--- src/rtl/decode_queue_stage_pkg.sv ---
// -----------------------------------------------------------------------------
// decode_queue_stage_pkg
// Shared types for the RV32 decode stage: opcodes, funct7 patterns, the
// control-line enums driven towards execute, the decode bundle, and small
// helpers that map funct3 onto ALU operations.
// -----------------------------------------------------------------------------
package decode_queue_stage_pkg;

  typedef logic [31:0] word;
  typedef logic [4:0]  reg_index;

  localparam logic [6:0] OPCODE_R      = 7'b0110011;
  localparam logic [6:0] OPCODE_I      = 7'b0010011;
  localparam logic [6:0] OPCODE_LW     = 7'b0000011;
  localparam logic [6:0] OPCODE_SW     = 7'b0100011;
  localparam logic [6:0] OPCODE_BRANCH = 7'b1100011;
  localparam logic [6:0] OPCODE_JAL    = 7'b1101111;
  localparam logic [6:0] OPCODE_JALR   = 7'b1100111;
  localparam logic [6:0] OPCODE_LUI    = 7'b0110111;
  localparam logic [6:0] OPCODE_AUIPC  = 7'b0010111;

  localparam logic [6:0] FUNCT7_ZERO = 7'b0000000;
  localparam logic [6:0] FUNCT7_ALT  = 7'b0100000;
  localparam logic [6:0] FUNCT7_M    = 7'b0000001;

  typedef enum logic [1:0] {
    NO_REG_DATA, REG_DATA_ALU, REG_DATA_MEM, REG_DATA_PC4
  } reg_data_t;

  typedef enum logic [4:0] {
    NO_ALU_OP, OP_ALU_ADD, OP_ALU_SUB, OP_ALU_SLL, OP_ALU_SLT, OP_ALU_SLTU,
    OP_ALU_XOR, OP_ALU_SRL, OP_ALU_SRA, OP_ALU_OR, OP_ALU_AND,
    OP_ALU_MUL, OP_ALU_MULH, OP_ALU_MULHSU, OP_ALU_MULHU,
    OP_ALU_DIV, OP_ALU_DIVU, OP_ALU_REM, OP_ALU_REMU
  } alu_op_t;

  typedef enum logic [1:0] {ALU_RS1_OP, ALU_PC_OP, ALU_ZERO_OP} alu_rs1_t;
  typedef enum logic       {ALU_RS2_OP, ALU_IMM_OP}             alu_rs2_t;
  typedef enum logic [1:0] {MEM_SKIP_OP, MEM_LOAD_OP, MEM_STORE_OP} mem_op_t;
  typedef enum logic       {NO_WRITE_BACK, WRITE_BACK}          write_back_t;
  typedef enum logic [2:0] {
    NO_BRANCH, BRANCH_BEQ, BRANCH_BNE, BRANCH_BLT, BRANCH_BGE, BRANCH_BLTU, BRANCH_BGEU
  } branch_t;
  typedef enum logic {BRANCH_DISABLE, BRANCH_ENABLE} branch_en_t;
  typedef enum logic {JAL_DISABLE, JAL_ENABLE}       jal_t;
  typedef enum logic {JALR_DISABLE, JALR_ENABLE}     jalr_t;

  typedef struct packed {
    reg_data_t   reg_file_op;
    alu_op_t     alu_op;
    alu_rs1_t    alu_rs1_val;
    alu_rs2_t    alu_rs2_val;
    mem_op_t     mem_op;
    logic [2:0]  mem_width;   // load/store funct3 (size and sign)
    write_back_t write_back;
    branch_t     branch_op;
    branch_en_t  branch_enable;
    jal_t        jal_enable;
    jalr_t       jalr_enable;
  } control_signals_t;

  localparam control_signals_t CTRL_DEFAULT = '{
    reg_file_op:   NO_REG_DATA,
    alu_op:        NO_ALU_OP,
    alu_rs1_val:   ALU_RS1_OP,
    alu_rs2_val:   ALU_RS2_OP,
    mem_op:        MEM_SKIP_OP,
    mem_width:     3'b000,
    write_back:    NO_WRITE_BACK,
    branch_op:     NO_BRANCH,
    branch_enable: BRANCH_DISABLE,
    jal_enable:    JAL_DISABLE,
    jalr_enable:   JALR_DISABLE
  };

  typedef struct packed {
    control_signals_t ctrl;
    reg_index         rs1;
    reg_index         rs2;
    reg_index         rd;
    word              imm;
    word              pc;
    logic             illegal;
  } decode_bundle_t;

  localparam decode_bundle_t BUNDLE_RESET = '{
    ctrl: CTRL_DEFAULT, rs1: '0, rs2: '0, rd: '0, imm: '0, pc: '0, illegal: 1'b0
  };

  // Base integer ops shared by OP and OP-IMM (funct7 = 0 variants)
  function automatic alu_op_t base_alu_op(input logic [2:0] funct3);
    case (funct3)
      3'b000:  return OP_ALU_ADD;
      3'b001:  return OP_ALU_SLL;
      3'b010:  return OP_ALU_SLT;
      3'b011:  return OP_ALU_SLTU;
      3'b100:  return OP_ALU_XOR;
      3'b101:  return OP_ALU_SRL;
      3'b110:  return OP_ALU_OR;
      default: return OP_ALU_AND;
    endcase
  endfunction

  function automatic alu_op_t m_alu_op(input logic [2:0] funct3);
    case (funct3)
      3'b000:  return OP_ALU_MUL;
      3'b001:  return OP_ALU_MULH;
      3'b010:  return OP_ALU_MULHSU;
      3'b011:  return OP_ALU_MULHU;
      3'b100:  return OP_ALU_DIV;
      3'b101:  return OP_ALU_DIVU;
      3'b110:  return OP_ALU_REM;
      default: return OP_ALU_REMU;
    endcase
  endfunction

endpackage

--- src/rtl/immediate_generator.sv ---
// -----------------------------------------------------------------------------
// immediate_generator
// Combinational immediate extraction selected by opcode.
//   instruction  in   raw 32-bit instruction
//   immediate    out  sign-extended I/S/B/U/J immediate, 0 for R-type/unknown
// -----------------------------------------------------------------------------
module immediate_generator
  import decode_queue_stage_pkg::*;
(
  input  word instruction,
  output word immediate
);

  always_comb begin
    immediate = '0;
    case (instruction[6:0])
      OPCODE_I, OPCODE_LW, OPCODE_JALR:
        immediate = {{20{instruction[31]}}, instruction[31:20]};
      OPCODE_SW:
        immediate = {{20{instruction[31]}}, instruction[31:25], instruction[11:7]};
      OPCODE_BRANCH:
        immediate = {{19{instruction[31]}}, instruction[31], instruction[7],
                     instruction[30:25], instruction[11:8], 1'b0};
      OPCODE_JAL:
        immediate = {{11{instruction[31]}}, instruction[31], instruction[19:12],
                     instruction[20], instruction[30:21], 1'b0};
      OPCODE_LUI, OPCODE_AUIPC:
        immediate = {instruction[31:12], 12'h000};
      default:
        immediate = '0;
    endcase
  end

endmodule

--- src/rtl/instruction_decoder.sv ---
// -----------------------------------------------------------------------------
// instruction_decoder
// Pure combinational RV32I (+ optional RV32M) decode with illegal flagging.
//   ENABLE_M     1 = decode funct7 0000001 on OPCODE_R as M ops, 0 = illegal
//   instruction  in   raw instruction
//   ctrl         out  control lines (defaults when illegal)
//   rs1/rs2/rd   out  raw register fields
//   immediate    out  selected immediate (0 when illegal)
//   illegal      out  not decodable under current parameters
// -----------------------------------------------------------------------------
module instruction_decoder
  import decode_queue_stage_pkg::*;
#(
  parameter bit ENABLE_M = 1'b0
) (
  input  word              instruction,
  output control_signals_t ctrl,
  output reg_index         rs1_index,
  output reg_index         rs2_index,
  output reg_index         rd_index,
  output word              immediate,
  output logic             illegal
);

  logic [6:0]       opcode;
  logic [2:0]       funct3;
  logic [6:0]       funct7;
  word              imm_raw;
  control_signals_t ctrl_raw;
  logic             bad;

  assign opcode    = instruction[6:0];
  assign funct3    = instruction[14:12];
  assign funct7    = instruction[31:25];
  assign rs1_index = instruction[19:15];
  assign rs2_index = instruction[24:20];
  assign rd_index  = instruction[11:7];

  immediate_generator u_imm_gen (
    .instruction (instruction),
    .immediate   (imm_raw)
  );

  always_comb begin
    ctrl_raw = CTRL_DEFAULT;
    bad      = (instruction[1:0] != 2'b11);
    case (opcode)
      OPCODE_R: begin
        ctrl_raw.reg_file_op = REG_DATA_ALU;
        ctrl_raw.write_back  = WRITE_BACK;
        if (funct7 == FUNCT7_ZERO)
          ctrl_raw.alu_op = base_alu_op(funct3);
        else if (funct7 == FUNCT7_ALT && funct3 == 3'b000)
          ctrl_raw.alu_op = OP_ALU_SUB;
        else if (funct7 == FUNCT7_ALT && funct3 == 3'b101)
          ctrl_raw.alu_op = OP_ALU_SRA;
        else if (ENABLE_M && funct7 == FUNCT7_M)
          ctrl_raw.alu_op = m_alu_op(funct3);
        else
          bad = 1'b1;
      end
      OPCODE_I: begin
        ctrl_raw.reg_file_op = REG_DATA_ALU;
        ctrl_raw.write_back  = WRITE_BACK;
        ctrl_raw.alu_rs2_val = ALU_IMM_OP;
        ctrl_raw.alu_op      = base_alu_op(funct3);
        // Shift-immediates reuse imm[11:5] as a funct7 qualifier
        if (funct3 == 3'b001 && funct7 != FUNCT7_ZERO) bad = 1'b1;
        if (funct3 == 3'b101) begin
          if (funct7 == FUNCT7_ALT)       ctrl_raw.alu_op = OP_ALU_SRA;
          else if (funct7 != FUNCT7_ZERO) bad = 1'b1;
        end
      end
      OPCODE_LW: begin
        ctrl_raw.reg_file_op = REG_DATA_MEM;
        ctrl_raw.write_back  = WRITE_BACK;
        ctrl_raw.alu_op      = OP_ALU_ADD;
        ctrl_raw.alu_rs2_val = ALU_IMM_OP;
        ctrl_raw.mem_op      = MEM_LOAD_OP;
        ctrl_raw.mem_width   = funct3;
        if (funct3 == 3'b011 || funct3 == 3'b110 || funct3 == 3'b111) bad = 1'b1;
      end
      OPCODE_SW: begin
        ctrl_raw.alu_op      = OP_ALU_ADD;
        ctrl_raw.alu_rs2_val = ALU_IMM_OP;
        ctrl_raw.mem_op      = MEM_STORE_OP;
        ctrl_raw.mem_width   = funct3;
        if (funct3 > 3'b010) bad = 1'b1;
      end
      OPCODE_BRANCH: begin
        ctrl_raw.alu_op        = OP_ALU_SUB;
        ctrl_raw.branch_enable = BRANCH_ENABLE;
        case (funct3)
          3'b000:  ctrl_raw.branch_op = BRANCH_BEQ;
          3'b001:  ctrl_raw.branch_op = BRANCH_BNE;
          3'b100:  ctrl_raw.branch_op = BRANCH_BLT;
          3'b101:  ctrl_raw.branch_op = BRANCH_BGE;
          3'b110:  ctrl_raw.branch_op = BRANCH_BLTU;
          3'b111:  ctrl_raw.branch_op = BRANCH_BGEU;
          default: bad = 1'b1;
        endcase
      end
      OPCODE_JAL: begin
        ctrl_raw.reg_file_op = REG_DATA_PC4;
        ctrl_raw.write_back  = WRITE_BACK;
        ctrl_raw.alu_op      = OP_ALU_ADD;
        ctrl_raw.alu_rs1_val = ALU_PC_OP;
        ctrl_raw.alu_rs2_val = ALU_IMM_OP;
        ctrl_raw.jal_enable  = JAL_ENABLE;
      end
      OPCODE_JALR: begin
        ctrl_raw.reg_file_op = REG_DATA_PC4;
        ctrl_raw.write_back  = WRITE_BACK;
        ctrl_raw.alu_op      = OP_ALU_ADD;
        ctrl_raw.alu_rs2_val = ALU_IMM_OP;
        ctrl_raw.jalr_enable = JALR_ENABLE;
        if (funct3 != 3'b000) bad = 1'b1;
      end
      OPCODE_LUI: begin
        ctrl_raw.reg_file_op = REG_DATA_ALU;
        ctrl_raw.write_back  = WRITE_BACK;
        ctrl_raw.alu_op      = OP_ALU_ADD;
        ctrl_raw.alu_rs1_val = ALU_ZERO_OP;
        ctrl_raw.alu_rs2_val = ALU_IMM_OP;
      end
      OPCODE_AUIPC: begin
        ctrl_raw.reg_file_op = REG_DATA_ALU;
        ctrl_raw.write_back  = WRITE_BACK;
        ctrl_raw.alu_op      = OP_ALU_ADD;
        ctrl_raw.alu_rs1_val = ALU_PC_OP;
        ctrl_raw.alu_rs2_val = ALU_IMM_OP;
      end
      default: bad = 1'b1;
    endcase
  end

  // An illegal instruction must not cause side effects downstream
  assign ctrl      = bad ? CTRL_DEFAULT : ctrl_raw;
  assign immediate = bad ? '0 : imm_raw;
  assign illegal   = bad;

endmodule

--- src/rtl/decode_queue_stage.sv ---
// -----------------------------------------------------------------------------
// decode_queue_stage
// Buffered decode stage between fetch and execute: FIFO of fetched
// {instruction, pc}, combinational decode of the head, registered bundle.
//   FIFO_DEPTH        queue entries (power of two, >= 2)
//   ENABLE_M          decode RV32M when 1
//   clock, reset      pipeline clock, async active-high reset
//   flush             sync flush: empties queue and output register
//   in_valid/in_ready/in_instruction/in_pc   fetch handshake
//   out_valid/out_ready                      execute handshake
//   ctrl_signals, rs1/rs2/rd_index, immediate, pc, illegal   decode bundle
// -----------------------------------------------------------------------------
module decode_queue_stage
  import decode_queue_stage_pkg::*;
#(
  parameter int unsigned FIFO_DEPTH = 4,
  parameter bit          ENABLE_M   = 1'b0
) (
  input  logic             clock,
  input  logic             reset,
  input  logic             flush,
  input  logic             in_valid,
  output logic             in_ready,
  input  word              in_instruction,
  input  word              in_pc,
  output logic             out_valid,
  input  logic             out_ready,
  output control_signals_t ctrl_signals,
  output reg_index         rs1_index,
  output reg_index         rs2_index,
  output reg_index         rd_index,
  output word              immediate,
  output word              pc,
  output logic             illegal
);

  localparam int PTR_W = $clog2(FIFO_DEPTH);
  localparam int CNT_W = PTR_W + 1;

  word                fifo_instr_q [FIFO_DEPTH];
  word                fifo_instr_d [FIFO_DEPTH];
  word                fifo_pc_q    [FIFO_DEPTH];
  word                fifo_pc_d    [FIFO_DEPTH];
  logic [PTR_W-1:0]   wr_ptr_q, wr_ptr_d;
  logic [PTR_W-1:0]   rd_ptr_q, rd_ptr_d;
  logic [CNT_W-1:0]   count_q, count_d;
  logic               out_valid_q, out_valid_d;
  decode_bundle_t     bundle_q, bundle_d;

  logic               full, empty, push_en, pop_en;
  control_signals_t   dec_ctrl;
  reg_index           dec_rs1, dec_rs2, dec_rd;
  word                dec_imm;
  logic               dec_illegal;

  assign full     = (count_q == CNT_W'(FIFO_DEPTH));
  assign empty    = (count_q == '0);
  // Full refuses a push even if the head pops this cycle
  assign in_ready = !full && !flush;
  assign push_en  = in_valid && in_ready;
  assign pop_en   = !empty && (!out_valid_q || out_ready);

  instruction_decoder #(
    .ENABLE_M (ENABLE_M)
  ) u_decoder (
    .instruction (fifo_instr_q[rd_ptr_q]),
    .ctrl        (dec_ctrl),
    .rs1_index   (dec_rs1),
    .rs2_index   (dec_rs2),
    .rd_index    (dec_rd),
    .immediate   (dec_imm),
    .illegal     (dec_illegal)
  );

  always_comb begin
    fifo_instr_d = fifo_instr_q;
    fifo_pc_d    = fifo_pc_q;
    wr_ptr_d     = wr_ptr_q;
    rd_ptr_d     = rd_ptr_q;
    count_d      = count_q;
    out_valid_d  = out_valid_q;
    bundle_d     = bundle_q;
    if (flush) begin
      wr_ptr_d    = '0;
      rd_ptr_d    = '0;
      count_d     = '0;
      out_valid_d = 1'b0;
    end else begin
      if (push_en) begin
        fifo_instr_d[wr_ptr_q] = in_instruction;
        fifo_pc_d[wr_ptr_q]    = in_pc;
        wr_ptr_d               = wr_ptr_q + PTR_W'(1);
      end
      if (pop_en) begin
        bundle_d = '{ctrl: dec_ctrl, rs1: dec_rs1, rs2: dec_rs2, rd: dec_rd,
                     imm: dec_imm, pc: fifo_pc_q[rd_ptr_q], illegal: dec_illegal};
        rd_ptr_d    = rd_ptr_q + PTR_W'(1);
        out_valid_d = 1'b1;
      end else if (out_valid_q && out_ready) begin
        out_valid_d = 1'b0;
      end
      count_d = count_q + CNT_W'(push_en) - CNT_W'(pop_en);
    end
  end

  always_ff @(posedge clock or posedge reset) begin
    if (reset) begin
      for (int i = 0; i < FIFO_DEPTH; i++) begin
        fifo_instr_q[i] <= '0;
        fifo_pc_q[i]    <= '0;
      end
      wr_ptr_q    <= '0;
      rd_ptr_q    <= '0;
      count_q     <= '0;
      out_valid_q <= 1'b0;
      bundle_q    <= BUNDLE_RESET;
    end else begin
      fifo_instr_q <= fifo_instr_d;
      fifo_pc_q    <= fifo_pc_d;
      wr_ptr_q     <= wr_ptr_d;
      rd_ptr_q     <= rd_ptr_d;
      count_q      <= count_d;
      out_valid_q  <= out_valid_d;
      bundle_q     <= bundle_d;
    end
  end

  assign out_valid    = out_valid_q;
  assign ctrl_signals = bundle_q.ctrl;
  assign rs1_index    = bundle_q.rs1;
  assign rs2_index    = bundle_q.rs2;
  assign rd_index     = bundle_q.rd;
  assign immediate    = bundle_q.imm;
  assign pc           = bundle_q.pc;
  assign illegal      = bundle_q.illegal;

endmodule
--- config.mk ---
export PLATFORM = sky130hd
export DESIGN_NAME = decode_queue_stage
export DESIGN_NICKNAME = d
export VERILOG_FILES = /design/src/rtl/decode_queue_stage_pkg.sv /design/src/rtl/immediate_generator.sv /design/src/rtl/instruction_decoder.sv /design/src/rtl/decode_queue_stage.sv
export SDC_FILE = /design/constraint.sdc
export NUM_CORES = 1
export LEC_CHECK = 0
export CELL_PAD_IN_SITES_DETAIL_PLACEMENT = 1
export CELL_PAD_IN_SITES_GLOBAL_PLACEMENT = 1
export CORE_ASPECT_RATIO = 1.75
export CORE_MARGIN = 4
export CORE_UTILIZATION = 40
export DETAILED_ROUTE_END_ITERATION = 16
export PLACE_DENSITY = 0.8
export SETUP_SLACK_MARGIN = 0.5
export SKIP_LAST_GASP = 1
export SYNTH_ARGS = -nofsm -noshare
export SYNTH_HDL_FRONTEND = slang
export SYNTH_SLANG_ARGS = --single-unit
export TNS_END_PERCENT = 30
--- constraint.sdc ---
create_clock -name clock -period 16.42 [get_ports clock]
set_clock_uncertainty 0.15 [all_clocks]
set_input_delay 4.926 -clock clock [delete_from_list [all_inputs] [get_ports clock]]
set_output_delay 4.926 -clock clock [all_outputs]
set_load 0.05 [all_outputs]
==> results by group <==
Outcome
  • Status: finished, final reports clean

Critical path
  • CP endpoint kind: primary output
  • R2R Setup Slk: 11.68 ns
  • Crit path kind: primary input to primary output
  • Data arrival, critical path: approximately 6.7 ns
  • Reg2reg start: rd_ptr_q[0]
  • Largest stage delay, worst path: 0.85 ns
  • CP Launch Type: primary input
  • Slowest cell on the critical path: clkdlybuf4s50_1
  • RR Endpoint: ctrl_signals[9]
  • CP Data Required Time: roughly 11 ns
  • CP cell instances: clkdlybuf4s50_1, a21oi_1, clkdlybuf4s50_1
  • FF-to-FF path depth: 8
  • Crit Path Max Fanout: 11
  • CP most frequent cell: clkdlybuf4s50_1

Timing
  • Post-route minimum period: approximately 12 ns
  • RSZ-0062 raised after global routing: no
  • Max Clock Freq: between 80 and 90 MHz
  • TNS Setup: 0 ns
  • Endpoints failing setup: 0
  • Final period util: 71.9%
  • Final Hold Viols: 0
  • Normalized max-slew margin: between 20 and 25%
  • Worst-Margin Slew: approximately 1.1 ns
  • Worst setup margin: 4.62 ns
  • Slew Viols, Final: 0
  • Fin Hold WS: roughly 0.33 ns

Power
  • Sw Share: 35.2%
  • P_sw: 0.00135 W
  • Clk pwr share: between 20% and 30%
  • Maximum vdd drop: 0.123 mV
  • PwrDens: about 200 mW/mm^2
  • Comb power frac: between 30% and 40%
  • Internal power: approximately 0.0025 W
  • Reg power frac: roughly two fifths
  • Cell leakage power: 8.71 nW

Synthesis
  • Number of synthesized flops with an enable pin: 0
  • Top cell type's share of synthesized area: 57.5%
  • Syn_area_per_cell: 13.8 um^2
  • Synthesized area: ~0.016 mm^2
  • Largest cells by area after synthesis: dfrtp_1, mux2_2, mux4_2
  • Cells after Synth: 1149
  • Warnings, synthesis: 0
  • Netlist cell types: 50
  • Post-Syn Nets: about 1200
  • Async SR Flop Fraction: between 90% and 100%
  • Cell taking the most area after synthesis: dfrtp_1
  • FF+latch count, synth: 365
  • Post-synthesis sequential area ratio: about 57%
  • Top FF cell, synth: dfrtp_1

Clocking
  • CTS Hold Buffers Added: 0
  • CTS sink count: 365
  • Reg clk slew, reported paths: 0.06 ns
  • CTS Buf Count: 36
  • H-tree Lvls: 2
  • CTS root buf: clkbuf_16
  • Later-pin clock latency in the skew report: 0.53 ns
  • TritonCTS clock tree: yes
  • Resized cells post-CTS: 0
  • Clk buf depth: 3
  • Post CTS Setup Buffer Count: 0

Placement
  • Post-DP HPWL: about 27000 um
  • Gpl congestion: between 0.7 and 0.8
  • Port Buffers: about 170
  • Worst slack, placed: 4.63 ns
  • DP Area: about 0.018 mm^2

Hold path
  • Hold Path Origin: rs2_index[4]
  • Worst hold stages: 2
  • Hold Crit Endpoint: rs2_index[4]
  • Worst hold path class: flop to flop

Cells and area
  • Post-Layout Inst Area: between 0.015 and 0.02 mm^2
  • Final net count: around 1400
  • Layout area overhead: 21.9%
  • Fillers: ~3900
  • Post-layout util: slightly below 50%
  • Layout cells sized above 1: around a third

Drt
  • Routed WL: around 40000 um
  • DRT antenna net count: 0
  • DR pass1 iterations: 4
  • Vias after detailed routing: 9957
  • Initial DRC Count: ~400
  • Post-DR vias/cell: 5.48
  • Wire length per cell: approximately 22 um
  • DRC: 0

Floorplan
  • FP Rows: 96
  • Core area: slightly below 0.04 mm^2
  • Die height: between 200 and 300 um
  • Starting Density: 40.5%
  • Die W: between 150 and 200 um
  • IO Pins: 173
  • Die Area: 0.0431 mm^2

GRT
  • Global-route wire length before repair: 66100 um
  • Vias in the first global route: 11600
  • Initial antenna violation count: 3
  • GRT Util Overall: between 10% and 20%
  • Largest net degree at the start of global routing: roughly 120
  • Remaining Overflow, GRT: 0

Run
  • Max_cap viols: 0
[worst max path at each step]
stage,startpoint,end,slack (ns),cells after the start
2_1_floorplan,reset,count_q[0],1.21,1
3_3_place_gp,flush,in_ready,4.70,3
3_5_place_dp,flush,in_ready,4.63,3
4_1_cts,flush,in_ready,4.64,3
5_1_grt,flush,in_ready,4.53,3
6_report,flush,in_ready,4.62,3
[routing by layer]
layer	wire [um]	part of all wire [%]	vias to the layer above	track usage [%]
met1	15400	38	5283	22.4
met4	1140	2.8	2	6.20
met3	1370	3.4	68	2.89
met2	22800	56	197	36.1
li1	-	-	4407	-
met5	7	0.017	-	0
[area by class of cell]
cell class / count / area, um^2 / area share, %
Antenna cell: 2 / 5.00 / 0.0258
Multi-Input combinational cell: 698 / 6450 / 33.3
Sequential cell: 365 / 9140 / 47.2
Clock buffer: 47 / 1020 / 5.29
Timing Repair Buffer: 187 / 1830 / 9.46
Clock inverter: 17 / 255 / 1.32
Inverter: 10 / 45.0 / 0.233
Tap cell: 490 / 613 / 3.17
[critical path, delay by kind of cell]
kind / cells / cell delay [ns]
buffers and inverters: 2 / 1.51
AO/OA/AOI/OAI: 1 / 0.29
[power groups by stage]
stage	Clock, W	Combinational [W]	Sequential (W)
floorplan	0	0.000915	0.00159
global placement	0	0.00140	0.00146
detailed placement	0	0.00145	0.00151
CTS	0.000918	0.00146	0.00149
global route	0.000956	0.00156	0.00153
finish	0.000892	0.00144	0.00149
[layout by cell type, fill, tap and decap left out, types with 5 or more instances in the layout]
master,instances
clkbuf_16,37
inv_1,9
mux2_2,258
nor4_1,5
a22o_1,31
clkbuf_8,6
nor3_1,7
nand3_1,5
a21oi_1,9
o21ai_1,11
mux4_2,63
nor2b_1,7
ha_1,6
clkinv_2,5
bufinv_16,6
a21o_1,9
clkdlybuf4s50_1,171
o21ai_0,9
nand2_1,193
a32o_1,13
buf_4,16
nor2_1,15
dfrtp_1,363
[stage by stage]
| stage | instances | total power [W] |
|---|---|---|
| 3_3_place_gp | 1750 | 0.00286 |
| 4_1_cts | 1814 | 0.00387 |
| 2_1_floorplan | 1149 | 0.00251 |
| 3_5_place_dp | 1750 | 0.00296 |
| 5_1_grt | 1815 | 0.00405 |
| 6_report | 1816 | 0.00382 |
[cell families after synthesis]
group                      share of synthesized area (%)
other                                             0.0236
adders and majority gates                          0.598
buffers and inverters                               2.22
and+or+nand+nor                                     7.26
muxes                                               27.2
DFF                                                 57.5
xor gates and xnor gates                           0.331
AOI/OAI and AO/OA                                   4.88
[Yosys cell counts, types with 8 or more instances]
cell type	count
a21oi_1	9
o21ai_0	9
mux2_2	258
nor2_1	15
a32o_1	13
a21o_1	9
inv_1	10
a22o_1	31
dfrtp_1	365
nand2_1	197
o21ai_1	11
clkbuf_1	50
nor2b_1	8
buf_2	9
buf_1	14
mux4_2	63
[registers in the layout, indices dropped and copies added (netlist names), 2 cells and up]
signal,cells
rs1_index,5
rd_index,5
rd_ptr_q,2
wr_ptr_q,2
fifo_pc_q,128
fifo_instr_q,128
count_q,3
immediate,32
pc,32
ctrl_signals,21
rs2_index,5
No activity file was read; power rests on OpenSTA's default activity.
